--- src/rtl/jtag_master.sv ---
// jtag_master: virtual JTAG initiator; runs TMS sequences and 1-32 bit LSB-first data shifts.
// Optional macro JTAG_MASTER_AUTO_RESET_EN: clock 5 TCK periods with TMS=1 after reset.
module jtag_master #(
    parameter int unsigned CLK_DIV = 4
) (
    input  logic        clk_i,
    input  logic        rst_ni,
    input  logic        cmd_valid_i,
    output logic        cmd_ready_o,
    input  logic        cmd_type_i,
    input  logic [4:0]  cmd_len_i,
    input  logic [31:0] cmd_data_i,
    input  logic        cmd_exit_i,
    output logic        rsp_valid_o,
    output logic [31:0] rsp_data_o,
    output logic        busy_o,
    output logic        v_tck_o,
    output logic        v_tms_o,
    output logic        v_tdi_o,
    input  logic        v_tdo_i
);
    localparam logic [7:0] DIV_LAST = 8'(CLK_DIV - 1);

    typedef enum logic [2:0] {IDLE, LOW, HIGH, DONE, INIT} state_e;

    state_e      state_q, state_d;
    logic [7:0]  cnt_q, cnt_d;
    logic [4:0]  idx_q, idx_d;
    logic [4:0]  next_idx;
    logic        type_q, type_d;
    logic [4:0]  len_q, len_d;
    logic [31:0] data_q, data_d;
    logic        exit_q, exit_d;
    logic [31:0] shift_q, shift_d;
    logic [31:0] rsp_q, rsp_d;
    logic        tms_q, tms_d;
    logic        tdi_q, tdi_d;
`ifdef JTAG_MASTER_AUTO_RESET_EN
    logic [2:0]  init_cnt_q, init_cnt_d;
    logic        init_hi_q, init_hi_d;
`endif

    // TMS/TDI are updated only on edges entering LOW, so they are stable through each HIGH phase.
    always_comb begin
        state_d  = state_q;
        cnt_d    = cnt_q;
        idx_d    = idx_q;
        next_idx = idx_q + 5'd1;
        type_d   = type_q;
        len_d    = len_q;
        data_d   = data_q;
        exit_d   = exit_q;
        shift_d  = shift_q;
        rsp_d    = rsp_q;
        tms_d    = tms_q;
        tdi_d    = tdi_q;
`ifdef JTAG_MASTER_AUTO_RESET_EN
        init_cnt_d = init_cnt_q;
        init_hi_d  = init_hi_q;
`endif
        case (state_q)
            IDLE: begin
                if (cmd_valid_i) begin
                    type_d  = cmd_type_i;
                    len_d   = cmd_len_i;
                    data_d  = cmd_data_i;
                    exit_d  = cmd_exit_i;
                    idx_d   = 5'd0;
                    shift_d = 32'd0;
                    cnt_d   = 8'd0;
                    state_d = LOW;
                    if (cmd_type_i) begin
                        tdi_d = cmd_data_i[0];
                        tms_d = cmd_exit_i && (cmd_len_i == 5'd0);
                    end else begin
                        tms_d = cmd_data_i[0];
                        tdi_d = 1'b0;
                    end
                end
            end
            LOW: begin
                if (cnt_q == DIV_LAST) begin
                    cnt_d          = 8'd0;
                    shift_d[idx_q] = v_tdo_i;
                    state_d        = HIGH;
                end else begin
                    cnt_d = cnt_q + 8'd1;
                end
            end
            HIGH: begin
                if (cnt_q == DIV_LAST) begin
                    cnt_d = 8'd0;
                    if (idx_q == len_q) begin
                        rsp_d   = shift_q;
                        state_d = DONE;
                    end else begin
                        idx_d   = next_idx;
                        state_d = LOW;
                        if (type_q) begin
                            tdi_d = data_q[next_idx];
                            tms_d = exit_q && (next_idx == len_q);
                        end else begin
                            tms_d = data_q[next_idx];
                            tdi_d = 1'b0;
                        end
                    end
                end else begin
                    cnt_d = cnt_q + 8'd1;
                end
            end
            DONE: begin
                state_d = IDLE;
            end
`ifdef JTAG_MASTER_AUTO_RESET_EN
            INIT: begin
                tms_d = 1'b1;
                tdi_d = 1'b0;
                if (cnt_q == DIV_LAST) begin
                    cnt_d     = 8'd0;
                    init_hi_d = !init_hi_q;
                    if (init_hi_q) begin
                        if (init_cnt_q == 3'd4) begin
                            state_d = IDLE;
                        end else begin
                            init_cnt_d = init_cnt_q + 3'd1;
                        end
                    end
                end else begin
                    cnt_d = cnt_q + 8'd1;
                end
            end
`endif
            default: begin
                state_d = IDLE;
            end
        endcase
    end

    always_ff @(posedge clk_i) begin
        if (!rst_ni) begin
`ifdef JTAG_MASTER_AUTO_RESET_EN
            state_q    <= INIT;
            init_cnt_q <= 3'd0;
            init_hi_q  <= 1'b0;
`else
            state_q    <= IDLE;
`endif
            cnt_q   <= 8'd0;
            idx_q   <= 5'd0;
            type_q  <= 1'b0;
            len_q   <= 5'd0;
            data_q  <= 32'd0;
            exit_q  <= 1'b0;
            shift_q <= 32'd0;
            rsp_q   <= 32'd0;
            tms_q   <= 1'b1;
            tdi_q   <= 1'b0;
        end else begin
`ifdef JTAG_MASTER_AUTO_RESET_EN
            init_cnt_q <= init_cnt_d;
            init_hi_q  <= init_hi_d;
`endif
            state_q <= state_d;
            cnt_q   <= cnt_d;
            idx_q   <= idx_d;
            type_q  <= type_d;
            len_q   <= len_d;
            data_q  <= data_d;
            exit_q  <= exit_d;
            shift_q <= shift_d;
            rsp_q   <= rsp_d;
            tms_q   <= tms_d;
            tdi_q   <= tdi_d;
        end
    end

    assign cmd_ready_o = (state_q == IDLE);
    assign busy_o      = (state_q != IDLE);
    assign rsp_valid_o = (state_q == DONE);
    assign rsp_data_o  = rsp_q;
    assign v_tms_o     = tms_q;
    assign v_tdi_o     = tdi_q;
`ifdef JTAG_MASTER_AUTO_RESET_EN
    assign v_tck_o     = (state_q == HIGH) || ((state_q == INIT) && init_hi_q);
`else
    assign v_tck_o     = (state_q == HIGH);
`endif

endmodule

--- config.mk ---
export PLATFORM = sky130hd
export DESIGN_NAME = jtag_master
export DESIGN_NICKNAME = d
export VERILOG_FILES = /design/src/rtl/jtag_master.sv
export SDC_FILE = /design/constraint.sdc
export NUM_CORES = 1
export LEC_CHECK = 0
export ABC_AREA = 1
export CORE_MARGIN = 3
export CORE_UTILIZATION = 31
export CTS_CLUSTER_SIZE = 20
export DETAILED_ROUTE_END_ITERATION = 7
export HOLD_SLACK_MARGIN = 0.06
export SLEW_MARGIN = 20
export SYNTH_ARGS = -nofsm -noshare
export SYNTH_HDL_FRONTEND = slang
export SYNTH_SLANG_ARGS = --single-unit
--- constraint.sdc ---
create_clock -name clk_i -period 4.75 [get_ports clk_i]
set_input_delay 0.95 -clock clk_i [delete_from_list [all_inputs] [get_ports clk_i]]
set_output_delay 0.95 -clock clk_i [all_outputs]
set_load 0.02 [all_outputs]
# Word-level counts from Yosys, hierarchy flattened
# Cells that the tools add are included.
# totals
register_bits	121
in_bits	43
# op_classes
order_cmp	3
reduce_logical	16
n_addsub	2
n_eq_ne	10
mux	32
# ops
operator	n
$mux W32	2
$pmux W32 S2	1
$bwmux W32	1
$mux W8	2
$pmux W8 S2	1
$mux W5	3
$lt A5 B6 Y1 const B	2
$mux W1	12
$eq A5 B5 Y1	2
$pmux W5 S2	1
$mux W3	3
$pmux W3 S3	1
$reduce_and A3 Y1	3
$add A8 B1 Y8 const B	1
$eq A8 B2 Y1 const B	1
$eq A3 B2 Y1 const B	2
$ne A2 B2 Y1 const B	3
$reduce_bool A2 Y1	3
$add A5 B1 Y5 const B	1
$bmux W1 S5	1
$demux W1 S5	1
$ge A5 B1 Y1 const B	1
$logic_not A5 Y1	1
$pmux W1 S2	2
other kinds (9)	12

# Logic depth before layout (Yosys ltp)
# depth
ltp_word	7
ltp_mapped	14

# Least setup slack after synthesis
# Ideal clock, no wire load.
# synth_timing
kind	register to register
from	register idx_q[0]
to	register tms_q (netlist: v_tms_o)
setup_ps	115
path_stages_with_launch	15
period_less_slack_ps	1977
n_path_buf	3
setup_slack_ps	2773
t_arrival_ps	1861
path_cell_list	dfxtp_1 -> buf_2 -> inv_1 -> buf_2 -> ha_1 -> clkbuf_1 -> nor2_1 -> o21ai_0 -> nand3_1 -> nand3_1 -> nand3_1 -> nand3_1 -> nand2_1 -> nand2_1 -> nand2_1
# synth_via
elab_chain_cells	7
# synth_lines
item	line	rtl
start, declared	28	logic [4:0] idx_q, idx_d;
start signal, assigned	165	idx_q <= idx_d;
$add A5 B1 Y5	48	next_idx = idx_q + 5'd1;
$bmux W1 S5 / $eq A5 B5 Y1 (equally long branches)	103, 101	
$mux W1 (implied by the code) / $logic_and A1 B1 Y1 (equally long branches)	103, 101	
$mux W1	99	if (type_q) begin
$mux W1	93	if (idx_q == len_q) begin
$mux W1	91	if (cnt_q == DIV_LAST) begin
$pmux W1 S2	61	case (state_q)
end signal, assigned	172	tms_q <= tms_d;
end, declared	36	logic tms_q, tms_d;
# Several ways; a longest one is shown, not always the timed one. The select of a mux whose other input is x is not followed.
# A chain may end at the register's enable or synchronous reset.

# Worst setup path after layout
# layout_timing
from	register state_q[0]
to	output busy_o
# layout_via
elab_chain_cells	1
# layout_lines
item	line	rtl
start, declared	26	state_e state_q, state_d;
start signal, assigned	163	state_q <= state_d;
$reduce_bool A3 Y1	178	assign busy_o = (state_q != IDLE);
end, declared	16	output logic busy_o,
# Every way passes these cells.

==> impl_metrics.tcl <==
set metrics [dict create \
    grt-ovfl-total 0 \
    worstMarginPinSlew_ps 909.1 \
    synth_commonest_cells "nor2_1, dfxtp_1, o21ai_0, nand2_1, a21oi_1" \
    cp.arrival_ps 1950 \
    p_sw_w 0.001413 \
    drtIter0Drc 352 \
    die_y_um 139.2 \
    cts_root_buf "clkbuf_16" \
    synthArstFlopShare_pct 0 \
    grt_max_degree 81 \
    syn_avg_cell_area_um2 7.041 \
    fin_nets 894 \
    rows 48 \
    die_w_um 139.2 \
    synth_largest_area_cell "dfxtp_1" \
    port_buffers 80 \
    p_per_area_nw_per_um2 534.9 \
    synth_edf_count 0 \
    clk_latency_ps 410 \
    design_area_um2 6897 \
    drive_above_1_share_pct 7.160 \
    p_sw_share_pct 38.31 \
    ys_seq_elements 120 \
    hold_path.class "flop to flop" \
    rsz0062_at_grt "false" \
    cts.path.max_buffers 2 \
    routed_via_density 4.665 \
    synth-seq-area-share_pct 43.69 \
    drv_cap 0 \
    antenna_cells 0 \
    wl_um 13540 \
    reg2reg_slack_ps 1890 \
    ctsResizeCount 0 \
    yosysWarnings 0 \
    worstSetupStartpointType "flop" \
    cts_hold_buffers 0 \
    final-max-slew-violation-count 0 \
    synth_top_area_share_pct 43.69 \
    ir_worst_vdd_uv 283.8 \
    wl_per_cell_um 12.57 \
    grt_pass1_vias 4765 \
    cts_sinks 120 \
    setup_viol 0 \
    synth_flop_cell "dfxtp_1" \
    drc 0 \
    clk_pin_slew_ps 50 \
    outcome "finished clean" \
    syn_nets 834 \
    antenna_left 0 \
    numCtsBuffers 17 \
    critPathMaxFanout 5 \
    core_um2 17360 \
    p_seq_share_pct 33.0 \
    p_leak_nw 2.756 \
    crit_type "flop to primary output" \
    dp_slack_ps 1765 \
    dr_total_vias 5024 \
    first_pass_iters 4 \
    min_period_over_period_pct 61.12 \
    dpl_cell_area_um2 6355 \
    relSlewSlack_pct 39.33 \
    synth_area_leaders "dfxtp_1, nor2_1, o21ai_0" \
    required_ps 3800 \
    htree_num_levels 4 \
    pwr-share-clk_pct 31.6 \
    antenna_found_initial 0 \
    ioPinCount 81 \
    p_int_w 0.002276 \
    post_cts_buffers 0 \
    fin_util_pct 39.73 \
    cts_tree "yes" \
    post-route-min-period_ps 2903 \
    initial_core_util_pct 31.68 \
    p_total_w 0.003689 \
    grt_pass1_wl_um 23140 \
    place_hpwl_um 9212 \
    die_area_um2 19370 \
    synth_most_common_cell "nor2_1" \
    place_congestion 0.7588 \
    finalHoldViolations 0 \
    skew_ps 6.651 \
    power_frac_comb_pct 35.4 \
    synthCells 781 \
    setup_ws_ps 1847 \
    synth_area_um2 5499 \
    final.setup.tns_ps 0 \
    track_usage_pct 14.38 \
    ys_types 35 \
    fmaxAchievable_ghz 0.3445 \
    cp-end-kind "primary output" \
    area_delta_synth_final_pct 25.42 \
]
==> worst max-delay path, cell delays in order, from the launching register on <==
cell             delay [ps]
dfxtp_1                 410
inv_1                   110
ha_1                    300
inv_2                   110
clkdlybuf4s50_1         610
==> power groups by stage <==
stage	Sequential, W	Combinational, W	Clock (W)
after global placement	0.00123	0.00130	0
after detailed placement	0.00124	0.00130	0
after CTS	0.00122	0.00131	0.00119
final	0.00122	0.00131	0.00117
after floorplan	0.00121	0.00103	0
after global routing	0.00123	0.00150	0.00124
==> per-stage QoR <==
stage,instances,hold slack (ps)
final,1077,451.3
after floorplan,781,429.2
after global placement,1047,441.7
after global routing,1077,467.5
after detailed placement,1047,446.0
after CTS,1077,453.8
==> logic make-up (layout without fill, tap and decap cells) <==
family / Yosys count / after routing / share of synthesized area [%]
and+or+nand+nor: 334 / 334 / 24.98
AOI/OAI and AO/OA: 199 / 199 / 18.38
DFF: 120 / 120 / 43.69
buffers and inverters: 111 / 182 / 9.419
adders and majority gates: 10 / 10 / 2.275
xor gates and xnor gates: 7 / 7 / 1.251
==> area by class of cell <==
| type | instances | area (um^2) |
|---|---|---|
| Fill cell | 1789 | 10460 |
| Multi-Input combinational cell | 550 | 2586 |
| Sequential cell | 120 | 2402 |
| Timing Repair Buffer | 84 | 825.8 |
| Clock buffer | 20 | 456.7 |
| Tap cell | 225 | 281.5 |
| Inverter | 68 | 264.0 |
| Clock inverter | 10 | 80.08 |
==> placed cells by master, fill, tap and decap left out, types with 17 or more instances in the layout <==
master | netlist | layout
nor2_1 | 162 | 162
dfxtp_1 | 120 | 120
clkdlybuf4s50_1 | 0 | 79
inv_1 | 59 | 59
nand2_1 | 111 | 110
nand3_1 | 39 | 39
o21ai_0 | 113 | 113
clkbuf_16 | 0 | 17
a21oi_1 | 77 | 77
==> path summary, 6_finish.rpt <==
kind / end / cells after the start / startpoint
worst max-delay path: busy_o / 4 / state_q[0]$_SDFFE_PN0P_
worst min register to register: data_q[31]$_SDFFE_PN0P_ / 2 / data_q[31]$_SDFFE_PN0P_
worst max register to register: shift_q[14]$_SDFFE_PN0P_ / 10 / state_q[1]$_SDFFE_PN0P_
worst min-delay path: data_q[31]$_SDFFE_PN0P_ / 2 / data_q[31]$_SDFFE_PN0P_
==> layer usage <==
metal	global-route usage, %	vias to the layer above	wire (um)
met5	0	-	0
met4	5.252	0	173
met3	3.345	12	502
met2	22.12	95	6090
met1	19.77	2275	6769
li1	-	2642	-
==> sequential cells by signal, indices dropped and copies added, names as in the netlist <==
signal,flops
v_tms_o,1
v_tdi_o,1
data_q,32
exit_q,1
len_q,5
type_q,1
rsp_data_o,32
idx_q,5
state_q,2
cnt_q,8
shift_q,32
Power figures use the tool's default switching activity.
